`src/rtl/gate_actuator_pkg.sv`:
```
// Shared definitions for the barrier gate actuator: state encoding,
// default travel parameters and a small state classification helper.
package gate_actuator_pkg;

  // Default maximum motor-on cycles per stroke before declaring a fault.
  localparam int TRAVEL_MAX_DEF = 50;
  // Default travel counter width.
  localparam int CNT_W_DEF      = 8;

  // One-hot barrier states. 6'd32 is reserved; any value outside the
  // listed encodings is treated as illegal and recovers to ST_CLOSED.
  typedef enum logic [5:0] {
    ST_CLOSED  = 6'd1,
    ST_OPENING = 6'd2,
    ST_OPEN    = 6'd4,
    ST_CLOSING = 6'd8,
    ST_FAULT   = 6'd16
  } gate_state_e;

  // True for the states in which the motor is driving the barrier.
  function automatic logic state_is_stroke(input gate_state_e s);
    return (s == ST_OPENING) || (s == ST_CLOSING);
  endfunction

  // True for legal states that are subject to the limit-switch conflict check.
  function automatic logic state_is_supervised(input gate_state_e s);
    return (s == ST_CLOSED) || (s == ST_OPENING) ||
           (s == ST_OPEN)   || (s == ST_CLOSING);
  endfunction

endpackage

```
`src/rtl/gate_actuator_if.sv`:
```
// Signal bundle between the entry controller / field sensors and the
// barrier actuator. master = controller and sensor side, slave = actuator.
interface gate_actuator_if;

  logic gate_o;          // open command level
  logic gate_cls;        // close command (level or pulse)
  logic alm_blkg;        // blocking alarm, inhibits or aborts closing
  logic lim_open;        // fully-open limit switch
  logic lim_closed;      // fully-closed limit switch
  logic obstr;           // obstruction beam blocked
  logic fault_clr;       // operator fault acknowledge
  logic motor_up;        // drive barrier upward
  logic motor_dn;        // drive barrier downward
  logic gate_is_open;    // barrier resting open
  logic gate_is_closed;  // barrier resting closed
  logic fault;           // sticky fault indication

  modport master (
    output gate_o, gate_cls, alm_blkg, lim_open, lim_closed, obstr, fault_clr,
    input  motor_up, motor_dn, gate_is_open, gate_is_closed, fault
  );

  modport slave (
    input  gate_o, gate_cls, alm_blkg, lim_open, lim_closed, obstr, fault_clr,
    output motor_up, motor_dn, gate_is_open, gate_is_closed, fault
  );

endinterface

```
`src/rtl/gate_actuator_travel_timer.sv`:
```
// Saturating per-stroke travel counter. Cleared at the start of every
// stroke, counts while the motor runs, and flags expiry on the last
// permitted motor-on cycle so the state machine can leave on that edge.
module gate_actuator_travel_timer #(
  parameter int CNT_W      = 8,
  parameter int TRAVEL_MAX = 50
) (
  input  logic clock,
  input  logic reset,
  input  logic clr,
  input  logic en,
  output logic expire
);

  localparam logic [CNT_W-1:0] LAST_COUNT = CNT_W'(TRAVEL_MAX - 1);

  logic [CNT_W-1:0] count_reg;

  // Count motor-on cycles; clear wins over enable, saturate at the last count.
  always_ff @(posedge clock or negedge reset) begin
    if (!reset) begin
      count_reg <= '0;
    end else if (clr) begin
      count_reg <= '0;
    end else if (en && (count_reg != LAST_COUNT)) begin
      count_reg <= count_reg + CNT_W'(1);
    end
  end

  assign expire = (count_reg == LAST_COUNT);

endmodule

```
`src/rtl/gate_actuator.sv`:
```
// Barrier gate actuator: turns open/close commands from the entry
// controller into motor drive, closes the loop on limit switches and the
// obstruction beam, times out strokes and latches faults until acknowledged.
module gate_actuator
  import gate_actuator_pkg::*;
#(
  parameter int CNT_W      = CNT_W_DEF,
  parameter int TRAVEL_MAX = TRAVEL_MAX_DEF
) (
  input  logic           clock,
  input  logic           reset,
  gate_actuator_if.slave bus
);

  gate_state_e state_reg;
  gate_state_e state_next;
  logic        timer_clr;
  logic        timer_en;
  logic        timer_expire;
  logic        limit_conflict;

  // Both limit switches active at once means a wiring or sensor failure.
  assign limit_conflict = bus.lim_open & bus.lim_closed;

  // State register; asynchronous reset parks the machine in CLOSED so the
  // motor outputs drop immediately, whatever the barrier position.
  always_ff @(posedge clock or negedge reset) begin
    if (!reset) begin
      state_reg <= ST_CLOSED;
    end else begin
      state_reg <= state_next;
    end
  end

  // Next-state decision; the limit-conflict override is applied last so it
  // dominates every legal non-fault state.
  always_comb begin
    state_next = state_reg;
    case (state_reg)
      ST_CLOSED: begin
        // A close request while closed is meaningless; open always wins.
        if (bus.gate_o) begin
          state_next = ST_OPENING;
        end
      end
      ST_OPENING: begin
        // Commands are ignored mid-stroke; only the limit or timeout ends it.
        if (bus.lim_open) begin
          state_next = ST_OPEN;
        end else if (timer_expire) begin
          state_next = ST_FAULT;
        end
      end
      ST_OPEN: begin
        // A close request that cannot be honoured now is dropped, not queued.
        if (bus.gate_cls && !bus.gate_o && !bus.alm_blkg && !bus.obstr) begin
          state_next = ST_CLOSING;
        end
      end
      ST_CLOSING: begin
        // Reaching the closed limit beats any late reversal reason.
        if (bus.lim_closed) begin
          state_next = ST_CLOSED;
        end else if (bus.obstr || bus.gate_o || bus.alm_blkg) begin
          state_next = ST_OPENING;
        end else if (timer_expire) begin
          state_next = ST_FAULT;
        end
      end
      ST_FAULT: begin
        // Leave only on acknowledge with exactly one consistent limit switch.
        if (bus.fault_clr && bus.lim_closed && !bus.lim_open) begin
          state_next = ST_CLOSED;
        end else if (bus.fault_clr && bus.lim_open && !bus.lim_closed) begin
          state_next = ST_OPEN;
        end
      end
      default: begin
        state_next = ST_CLOSED;
      end
    endcase

    if (limit_conflict && state_is_supervised(state_reg)) begin
      state_next = ST_FAULT;
    end
  end

  // A new stroke (including a reversal) starts whenever the next state is a
  // motion state different from the current one.
  assign timer_clr = state_is_stroke(state_next) && (state_next != state_reg);
  assign timer_en  = state_is_stroke(state_reg);

  gate_actuator_travel_timer #(
    .CNT_W      (CNT_W),
    .TRAVEL_MAX (TRAVEL_MAX)
  ) u_travel_timer (
    .clock  (clock),
    .reset  (reset),
    .clr    (timer_clr),
    .en     (timer_en),
    .expire (timer_expire)
  );

  // Moore output decode; one-hot state guarantees the motors never both run.
  assign bus.motor_up       = (state_reg == ST_OPENING);
  assign bus.motor_dn       = (state_reg == ST_CLOSING);
  assign bus.gate_is_open   = (state_reg == ST_OPEN);
  assign bus.gate_is_closed = (state_reg == ST_CLOSED);
  assign bus.fault          = (state_reg == ST_FAULT);

endmodule

```
`src/flat_wrapper.sv`:
```
// flat-port wrapper written by rule: the top's interface ports become plain ports
module gate_actuator_flat import gate_actuator_pkg::*;
#(
  parameter int CNT_W      = CNT_W_DEF,
  parameter int TRAVEL_MAX = TRAVEL_MAX_DEF
)
  (clock, reset, bus_gate_o, bus_gate_cls, bus_alm_blkg, bus_lim_open, bus_lim_closed, bus_obstr, bus_fault_clr, bus_motor_up, bus_motor_dn, bus_gate_is_open, bus_gate_is_closed, bus_fault);
  gate_actuator_if bus_i ();
  input  logic clock;
  input  logic reset;
  input wire logic [$bits(bus_i.gate_o)-1:0] bus_gate_o;
  input wire logic [$bits(bus_i.gate_cls)-1:0] bus_gate_cls;
  input wire logic [$bits(bus_i.alm_blkg)-1:0] bus_alm_blkg;
  input wire logic [$bits(bus_i.lim_open)-1:0] bus_lim_open;
  input wire logic [$bits(bus_i.lim_closed)-1:0] bus_lim_closed;
  input wire logic [$bits(bus_i.obstr)-1:0] bus_obstr;
  input wire logic [$bits(bus_i.fault_clr)-1:0] bus_fault_clr;
  output wire logic [$bits(bus_i.motor_up)-1:0] bus_motor_up;
  output wire logic [$bits(bus_i.motor_dn)-1:0] bus_motor_dn;
  output wire logic [$bits(bus_i.gate_is_open)-1:0] bus_gate_is_open;
  output wire logic [$bits(bus_i.gate_is_closed)-1:0] bus_gate_is_closed;
  output wire logic [$bits(bus_i.fault)-1:0] bus_fault;
  assign bus_i.gate_o = bus_gate_o;
  assign bus_i.gate_cls = bus_gate_cls;
  assign bus_i.alm_blkg = bus_alm_blkg;
  assign bus_i.lim_open = bus_lim_open;
  assign bus_i.lim_closed = bus_lim_closed;
  assign bus_i.obstr = bus_obstr;
  assign bus_i.fault_clr = bus_fault_clr;
  assign bus_motor_up = bus_i.motor_up;
  assign bus_motor_dn = bus_i.motor_dn;
  assign bus_gate_is_open = bus_i.gate_is_open;
  assign bus_gate_is_closed = bus_i.gate_is_closed;
  assign bus_fault = bus_i.fault;
  gate_actuator #(.CNT_W(CNT_W), .TRAVEL_MAX(TRAVEL_MAX)) u_core (.clock(clock), .reset(reset), .bus(bus_i));
endmodule
```
`config.mk`:
```
export PLATFORM = sky130hd
export DESIGN_NAME = gate_actuator_flat
export DESIGN_NICKNAME = d
export VERILOG_FILES = /design/src/rtl/gate_actuator_pkg.sv /design/src/rtl/gate_actuator_if.sv /design/src/rtl/gate_actuator_travel_timer.sv /design/src/rtl/gate_actuator.sv /design/src/flat_wrapper.sv
export SDC_FILE = /design/constraint.sdc
export NUM_CORES = 1
export LEC_CHECK = 0
export CAP_MARGIN = 20
export CORE_ASPECT_RATIO = 0.75
export CORE_MARGIN = 3
export CORE_UTILIZATION = 30
export CTS_CLUSTER_SIZE = 16
export DETAILED_ROUTE_END_ITERATION = 8
export GPL_ROUTABILITY_DRIVEN = 0
export PLACE_DENSITY = 0.56
export SETUP_SLACK_MARGIN = 0.02
export SLEW_MARGIN = 20
export SYNTH_ARGS = -nofsm -noshare
export SYNTH_HDL_FRONTEND = slang
export SYNTH_SLANG_ARGS = --single-unit
```
`constraint.sdc`:
```
create_clock -name clock -period 5.75 [get_ports clock]
set_clock_uncertainty 0.15 [all_clocks]
set_input_delay 0.575 -clock clock [delete_from_list [all_inputs] [get_ports clock]]
set_output_delay 0.575 -clock clock [all_outputs]
set_load 0.01 [all_outputs]
```
==> results of run 1 <==
[layout make-up]
| class | count | area (µm²) |
|---|---|---|
| flip-flops and latches | 14 | 352 |
| repair buffers | 13 | 130 |
| multi-input cells | 88 | 578 |
| well taps | 38 | 47.5 |
| inverters | 5 | 18.8 |
| clock buffers | 4 | 55.1 |
| fillers | 303 | 1820 |
[metal layers]
metal / global-route usage [%] / routed length, µm
met5: 0 / 0
met4: 2.81 / 19
met3: 2.71 / 73
met2: 19.5 / 944
met1: 17.0 / 1110
[tightest hold or removal path, cell delays in order (launching register included)]
cell and delay [ns]:
dfrtp_1 0.35, xnor2_1 0.12, nor2_1 0.04
[power by group through the flow]
stage / Combinational [mW] / Clock, mW / Sequential, mW
2_1_floorplan: 0.0631 / 0 / 0.147
6_report: 0.0838 / 0.0942 / 0.155
4_1_cts: 0.0848 / 0.0967 / 0.154
3_5_place_dp: 0.0842 / 0 / 0.155
5_1_grt: 0.0952 / 0.104 / 0.159
3_3_place_gp: 0.0828 / 0 / 0.155
[worst max-delay path by stage]
stage | endpoint | slack [ns] | startpoint | cells after the start
floorplan | u_core.u_travel_timer.count_reg[0] | 3.50 | u_core.state_reg[5] | 5
global placement | bus_gate_is_open | 3.16 | u_core.state_reg[5] | 3
detailed placement | bus_gate_is_open | 3.16 | u_core.state_reg[5] | 3
CTS | bus_gate_is_open | 2.90 | u_core.state_reg[5] | 3
global route | bus_gate_is_open | 2.76 | u_core.state_reg[5] | 3
finish | bus_gate_is_open | 2.90 | u_core.state_reg[5] | 3
[Yosys cell counts (2+ instances only)]
cell,n,area (µm²)
a211o_1,2,17.5
a21oi_1,7,35.0
and2_1,2,12.5
clkbuf_1,3,11.3
dfrtp_1,13,325
ha_1,2,25.0
inv_1,5,18.8
nand2_1,4,15.0
nand2b_1,4,25.0
nand3_1,4,20.0
nand4_1,2,12.5
nor2_1,15,56.3
nor2b_1,2,12.5
nor3_1,5,25.0
nor4_1,3,18.8
o21ai_0,7,35.0
or3_1,3,18.8
xnor2_1,7,61.3
xor2_1,2,17.5
[cells by family after synthesis]
logic type / synth area share (%)
AND/OR/NAND/NOR: 29.7
AO/OA/AOI/OAI: 19.3
flip-flops: 36.6
XOR/XNOR: 8.21
buffers and inverters: 3.13
adder cells (fa/ha/maj): 2.61
other: 0.391
==> flow_metrics.py, run 1 <==
metrics = {
    "outcome": {
        "status": "completed",
    },
    "timing": {
        "fmax_ghz": 0.351,
        "fin_hold_ws_ns": 0.399,
        "slew_headroom_pct": 41.5,
        "setup_ws_ns": 2.90,
        "hold_violations": 0,
        "timing.final.crit_share_pct": 49.6,
        "min_period_ns": 2.85,
        "rsz0062_at_grt": "no",
        "tightest_slew_ns": 0.856,
        "setup_viol": 0,
        "drv_slew": 0,
        "tns_ns": 0,
    },
    "cts": {
        "cts-resized-gates": 0,
        "clkSlewWorstSetupHoldPaths_ns": 0.06,
        "cts_max_path_buffers": 2,
        "post_cts_buffers": 0,
        "cts_sinks": 14,
        "cts_tree": "done",
        "clk_latency_ns": 0.24,
        "cts_root_buf": "clkbuf_8",
        "cts_hold_buf": 0,
        "cts_htree_levels": 1,
        "cts_buffers": 3,
    },
    "pwr": {
        "comb_power_share_pct": 25.2,
        "clock_power_share_pct": 28.3,
        "internal-power_mw": 0.227,
        "finalPower_mw": 0.333,
        "p_leak_nw": 0.452,
        "power_frac_seq_pct": 46.5,
        "p_switching_mw": 0.106,
        "cellPowerDensity_nw_per_um2": 282,
        "ir_worst_vdd_mv": 0.146,
        "swShare_pct": 31.7,
    },
    "logic_synthesis": {
        "async_flop_share_pct": 100,
        "ys.flop_type": "dfrtp_1",
        "syn_area_per_cell_um2": 8.72,
        "syn_nets": 121,
        "synth_edf_count": 0,
        "seq_area_frac_synth_pct": 36.6,
        "syn_area_um2": 960,
        "yosys_warnings": 0,
        "syn_inst": 110,
        "yosysUniqueCellTypes": 37,
        "synth_seq_cells": 14,
    },
    "final_layout": {
        "largest_reg_flops": 8,
        "fin_area_um2": 1180,
        "n_antenna_cell": 0,
        "instances_no_fill": 162,
        "final_nets": 136,
        "area_delta_synth_final_pct": 23.1,
        "final_common_cell": "nor2_1",
        "final_cell_mix": "nor2_1, clkdlybuf4s50_1, dfrtp_1",
        "drive_gt1_share_pct": 8.06,
        "utilization_pct": 39.4,
    },
    "worst_setup_path": {
        "crit_chain": "or4_4 > nor2_1 > clkdlybuf4s50_1",
        "crit_slowest_cell": "or4_4",
        "max_stage_delay_ns": 0.60,
        "start_kind": "flip-flop",
        "regToRegSetupSlack_ns": 3.28,
        "reg2reg_to": "u_core.u_travel_timer.count_reg[0]",
        "critical-path-top-delay-family": "simple AND/OR/NAND/NOR gates",
        "critPathRequiredTime_ns": 5.03,
        "worstSetupPathType": "reg2out",
        "worstRegToRegCells": 5,
        "cp_num_buf_inv": 1,
        "r2r_start": "u_core.state_reg[5]",
        "cp-end-kind": "output pin",
        "worst_ep_arrival_time_ns": 2.13,
        "crit_fanout": 7,
    },
    "global_route": {
        "grt_use_total_pct": 12.2,
        "grt-ovfl-total": 0,
        "grt_max_degree": 15,
        "grt_pass1_vias": 797,
        "antenna_found_initial": 0,
        "grt_pass1_wl_um": 3690,
    },
    "worst_hold_path": {
        "hold_path_class": "reg2reg",
        "hold_path.startpoint": "u_core.u_travel_timer.count_reg[7]",
        "min_path_cells": 2,
        "hold_end": "u_core.u_travel_timer.count_reg[7]",
    },
    "placement": {
        "port_buffers": 13,
        "dp_cells": 158,
        "dp.final_hpwl_um": 1710,
        "pre_cts_ws_ns": 3.16,
        "place_area_um2": 1130,
    },
    "detailed_routing": {
        "drt-vias-per-instance": 5.33,
        "wl_um": 2140,
        "drc": 0,
        "ant_nets": 0,
        "first_pass_iters": 4,
        "drtIter0Drc": 34,
        "vias": 864,
        "wl_per_cell_um": 13.2,
    },
    "die": {
        "ioPinCount": 14,
        "start_util_pct": 32.0,
        "core_area_um2": 3000,
        "fp-row-count": 17,
        "fp.dieH_um": 55.0,
        "dieArea_um2": 3920,
        "die_x_um": 71.3,
    },
    "job": {
        "cap_violations": 0,
    },
}
No activity file was read; power rests on OpenSTA's default activity.
==> run 2, diff against run 1 <==
==> constraint.sdc (replaced) <==
create_clock -name clock -period 2.7 [get_ports clock]
set_clock_uncertainty 0.15 [all_clocks]
set_input_delay 0.27 -clock clock [delete_from_list [all_inputs] [get_ports clock]]
set_output_delay 0.27 -clock clock [all_outputs]
set_load 0.01 [all_outputs]
==> flow_metrics.py, run 2 (synthesis gave the netlist of run 1 again) <==
metrics = {
    "detailed_routing": {
        "vias": 858,
        "drt-vias-per-instance": 5.17,
        "drtIter0Drc": 36,
        "first_pass_iters": 4,
        "drc": 0,
        "wl_um": 2070,
        "wl_per_cell_um": 12.5,
        "ant_nets": 0,
    },
    "worst_hold_path": {
        "hold_path_class": "in2async",
    },
    "timing": {
        "tns_ns": 0,
        "rsz0062_at_grt": "no",
        "fmax_ghz": 0.397,
        "timing.final.crit_share_pct": 93.4,
        "min_period_ns": 2.52,
        "drv_slew": 0,
        "slew_headroom_pct": 60.0,
        "tightest_slew_ns": 0.597,
        "setup_viol": 0,
        "hold_violations": 0,
    },
    "worst_setup_path": {
        "cp_num_buf_inv": 1,
        "start_kind": "flip-flop",
        "r2r_start": "u_core.state_reg[5]",
        "cp.depth": 3,
        "critPathRequiredTime_ns": 2.28,
        "worstRegToRegCells": 5,
        "worst_ep_arrival_time_ns": 2.10,
        "crit_fanout": 7,
        "cp-end-kind": "output pin",
        "critical-path-top-delay-family": "simple AND/OR/NAND/NOR gates",
        "startpoint": "u_core.state_reg[5]",
        "worstSetupPathType": "reg2out",
        "max_stage_delay_ns": 0.59,
        "crit_slowest_cell": "or4_4",
        "crit_path_end": "bus_gate_is_open",
        "crit_chain": "or4_4 > nor2_1 > clkdlybuf4s50_1",
        "reg2reg_to": "u_core.u_travel_timer.count_reg[6]",
        "regToRegSetupSlack_ns": 0.26,
    },
    "job": {
        "cap_violations": 0,
    },
    "cts": {
        "cts_htree_levels": 1,
        "cts-resized-gates": 0,
        "clk_latency_ns": 0.25,
        "post_cts_buffers": 0,
        "cts_max_path_buffers": 2,
        "cts_sinks": 14,
        "cts_tree": "done",
        "cts_hold_buf": 0,
        "clkSlewWorstSetupHoldPaths_ns": 0.06,
        "cts_root_buf": "clkbuf_8",
        "cts_buffers": 3,
    },
    "final_layout": {
        "final_cell_mix": "nor2_1, clkdlybuf4s50_1, dfrtp_1",
        "nFillCells": 303,
        "fin_area_um2": 1210,
        "final_nets": 140,
        "largest_reg_flops": 8,
        "n_antenna_cell": 0,
        "final_common_cell": "nor2_1",
        "area_delta_synth_final_pct": 26.2,
        "drive_gt1_share_pct": 10.9,
    },
    "global_route": {
        "grt_use_total_pct": 12.0,
        "antenna_found_initial": 0,
        "grt-ovfl-total": 0,
        "grt_pass1_wl_um": 3480,
        "grt_pass1_vias": 754,
        "grt_max_degree": 15,
    },
    "placement": {
        "dp.final_hpwl_um": 1650,
        "port_buffers": 13,
        "place_area_um2": 1160,
    },
    "pwr": {
        "cellPowerDensity_nw_per_um2": 591,
        "p_leak_nw": 0.472,
        "ir_worst_vdd_mv": 0.252,
    },
    "die": {
        "ioPinCount": 14,
        "die_x_um": 71.3,
        "dieArea_um2": 3920,
        "start_util_pct": 32.0,
        "fp.dieH_um": 55.0,
        "core_area_um2": 3000,
        "fp-row-count": 17,
    },
    "outcome": {
        "status": "completed",
    },
}
## run 2: worst min path at each step
stage	from	endpoint	slack, ns	depth (start not counted)
3_5_place_dp	u_core.u_travel_timer.count_reg[7]	u_core.u_travel_timer.count_reg[7]	0.39	2
6_report	reset	u_core.state_reg[5]	0.25	1
2_1_floorplan	reset	u_core.state_reg[1]	-0.18	0
5_1_grt	reset	u_core.u_travel_timer.count_reg[6]	0.30	1
3_3_place_gp	u_core.u_travel_timer.count_reg[7]	u_core.u_travel_timer.count_reg[7]	0.38	2
4_1_cts	reset	u_core.u_travel_timer.count_reg[6]	0.27	1
## run 2: worst register-to-register path, cell delays in order, from the launching register on
cell	delay, ns
dfrtp_1	0.46
or4_4	0.59
or3_1	0.40
a2bb2oi_1	0.18
a211oi_4	0.43
nor2_1	0.10
## run 2: where the power goes
group	switching, mW	total, mW	leakage [nW]	internal, mW
clock	0.0727	0.202	0.0288	0.129
combinational	0.0866	0.186	0.258	0.0990
sequential	0.0666	0.329	0.185	0.262
## run 2: final cells by class
| cell class | count | area, µm² | share of cell area [%] |
|---|---|---|---|
| Timing Repair Buffer | 17 | 160 | 13.2 |
| Multi-Input combinational cell | 88 | 578 | 47.7 |
| Tap cell | 38 | 47.5 | 3.93 |
| Inverter | 5 | 18.8 | 1.55 |
| Clock buffer | 4 | 55.1 | 4.55 |
| Sequential cell | 14 | 352 | 29.0 |
## run 2: metal layers
layer | share of wire (%) | track usage (%) | wire [µm]
met1 | 52 | 17.1 | 1080
met2 | 39 | 16.0 | 812
met3 | 6.3 | 3.25 | 131
met4 | 2.3 | 6.88 | 47
met5 | 0 | 0 | 0
## run 2: per-stage QoR
step	hold slack (ns)	total power, mW	setup slack (ns)	util, %	instances
3_3_place_gp	0.383	0.516	0.322	38.5	162
5_1_grt	0.304	0.766	0.0992	40.4	166
2_1_floorplan	-0.176	0.448	0.453	-	110
6_report	0.251	0.716	0.179	40.4	166
4_1_cts	0.272	0.722	0.173	40.4	166
3_5_place_dp	0.388	0.517	0.268	38.5	162
==> run 3, diff against run 2 <==
--- a/config.mk
+++ b/config.mk
@@ -8,13 +8,13 @@
 export CAP_MARGIN = 20
 export CORE_ASPECT_RATIO = 0.75
 export CORE_MARGIN = 3
-export CORE_UTILIZATION = 30
+export CORE_UTILIZATION = 45
 export CTS_CLUSTER_SIZE = 16
 export DETAILED_ROUTE_END_ITERATION = 8
 export GPL_ROUTABILITY_DRIVEN = 0
-export PLACE_DENSITY = 0.56
+export PLACE_DENSITY = 0.75
 export SETUP_SLACK_MARGIN = 0.02
-export SLEW_MARGIN = 20
+export SLEW_MARGIN = 0
 export SYNTH_ARGS = -nofsm -noshare
 export SYNTH_HDL_FRONTEND = slang
 export SYNTH_SLANG_ARGS = --single-unit
==> flow_metrics.py, run 3 (synthesis gave the netlist of run 1 again) <==
metrics = {
    "detailed_routing": {
        "vias": 887,
        "drtIter0Drc": 50,
        "drc": 0,
        "drt-vias-per-instance": 5.91,
        "wl_per_cell_um": 14.9,
        "first_pass_iters": 5,
        "ant_nets": 0,
        "wl_um": 2240,
    },
    "worst_setup_path": {
        "start_kind": "flip-flop",
        "max_stage_delay_ns": 0.60,
        "cp-end-kind": "output pin",
        "critPathRequiredTime_ns": 2.28,
        "worstSetupPathType": "reg2out",
        "crit_slowest_cell": "clkdlybuf4s50_1",
        "crit_fanout": 7,
        "worst_ep_arrival_time_ns": 2.21,
        "crit_chain": "or4_4 > nor2_1 > clkdlybuf4s50_1",
    },
    "timing": {
        "drv_slew": 0,
        "fmax_ghz": 0.381,
        "min_period_ns": 2.63,
        "rsz0062_at_grt": "yes",
        "hold_violations": 0,
        "tns_ns": 0,
        "tightest_slew_ns": 0.622,
        "setup_viol": 0,
        "slew_headroom_pct": 58.4,
        "timing.final.crit_share_pct": 97.2,
    },
    "cts": {
        "cts_tree": "done",
        "clk_latency_ns": 0.29,
        "cts_buffers": 3,
        "cts_hold_buf": 0,
        "cts_max_path_buffers": 2,
        "clkSlewWorstSetupHoldPaths_ns": 0.09,
        "cts-resized-gates": 0,
        "post_cts_buffers": 0,
        "cts_sinks": 14,
        "cts_root_buf": "clkbuf_4",
        "cts_htree_levels": 1,
    },
    "pwr": {
        "p_switching_mw": 0.230,
        "internal-power_mw": 0.443,
        "clock_power_share_pct": 23.0,
        "ir_worst_vdd_mv": 0.417,
        "swShare_pct": 34.2,
        "comb_power_share_pct": 28.3,
        "p_leak_nw": 0.464,
        "finalPower_mw": 0.672,
        "cellPowerDensity_nw_per_um2": 574,
        "power_frac_seq_pct": 48.7,
    },
    "global_route": {
        "grt_max_degree": 15,
        "grt-ovfl-total": 0,
        "grt_pass1_vias": 807,
        "grt_use_total_pct": 18.4,
        "antenna_found_initial": 0,
        "grt_pass1_wl_um": 3660,
    },
    "placement": {
        "port_buffers": 13,
        "dp.final_hpwl_um": 1780,
        "dp_cells": 146,
    },
    "die": {
        "dieArea_um2": 2730,
        "die_x_um": 59.3,
        "fp-row-count": 13,
        "core_area_um2": 1870,
        "start_util_pct": 51.3,
        "fp.dieH_um": 46.0,
        "ioPinCount": 14,
    },
    "final_layout": {
        "largest_reg_flops": 8,
        "final_cell_mix": "nor2_1, clkdlybuf4s50_1, dfrtp_1",
        "n_antenna_cell": 0,
        "area_delta_synth_final_pct": 22.2,
        "drive_gt1_share_pct": 10.9,
        "final_common_cell": "nor2_1",
        "final_nets": 140,
        "instances_no_fill": 150,
    },
    "outcome": {
        "status": "completed",
    },
    "worst_hold_path": {
        "hold_path_class": "in2async",
    },
    "job": {
        "cap_violations": 0,
    },
}
==> run 3: final cells by class <==
type	instances	area, µm²
Clock buffer	4	36.3
Fill cell	159	698
Inverter	5	18.8
Multi-Input combinational cell	88	578
Sequential cell	14	352
Tap cell	22	27.5
Timing Repair Buffer	17	160
==> run 3: final timing paths <==
| check | from | to | slack (ns) | cells after the start |
|---|---|---|---|---|
| worst max-delay path | u_core.state_reg[5] | bus_gate_is_open | 0.07 | 3 |
| worst min-delay path | reset | u_core.u_travel_timer.count_reg[1] | 0.21 | 1 |
| worst min register to register | u_core.u_travel_timer.count_reg[7] | u_core.u_travel_timer.count_reg[7] | 0.40 | 2 |
| max in group asynchronous | reset | u_core.state_reg[2] | 1.79 | 1 |
| worst max register to register | u_core.state_reg[5] | u_core.u_travel_timer.count_reg[2] | 0.22 | 5 |
| min in group clock | u_core.u_travel_timer.count_reg[7] | u_core.u_travel_timer.count_reg[7] | 0.40 | 2 |
==> run 3: critical path, delay by kind of cell, from the launching register on <==
| kind | cells | cell delay, ns |
|---|---|---|
| flip-flops | 1 | 0.47 |
| buffers and inverters | 1 | 0.60 |
| AND/OR/NAND/NOR | 2 | 0.84 |
==> run 3: power by group through the flow <==
stage | clock (mW) | sequential (mW) | combinational, mW
floorplan | 0 | 0.314 | 0.134
global placement | 0 | 0.327 | 0.185
detailed placement | 0 | 0.331 | 0.187
CTS | 0.158 | 0.326 | 0.189
global route | 0.166 | 0.337 | 0.210
finish | 0.155 | 0.327 | 0.190
==> run 3: metrics by stage <==
| step | instance area [µm²] | setup slack (ns) | hold slack (ns) | util (%) |
|---|---|---|---|---|
| 3_5_place_dp | 1140 | 0.234 | 0.380 | 60.7 |
| 2_1_floorplan | 960 | 0.453 | -0.176 | - |
| 3_3_place_gp | 1140 | 0.323 | 0.377 | 60.7 |
| 5_1_grt | 1170 | -0.0147 | 0.262 | 62.7 |
| 4_1_cts | 1170 | 0.0506 | 0.233 | 62.7 |
| 6_report | 1170 | 0.0743 | 0.215 | 62.7 |
==> run 3: per-layer routing <==
| metal | GRT usage (%) | vias up | part of all wire, % |
|---|---|---|---|
| li1 | - | 430 | - |
| met1 | 26.5 | 417 | 47 |
| met2 | 27.2 | 38 | 43 |
| met3 | 5.10 | 2 | 9.4 |
| met4 | 4.07 | 0 | 0.45 |
| met5 | 0 | - | 0 |
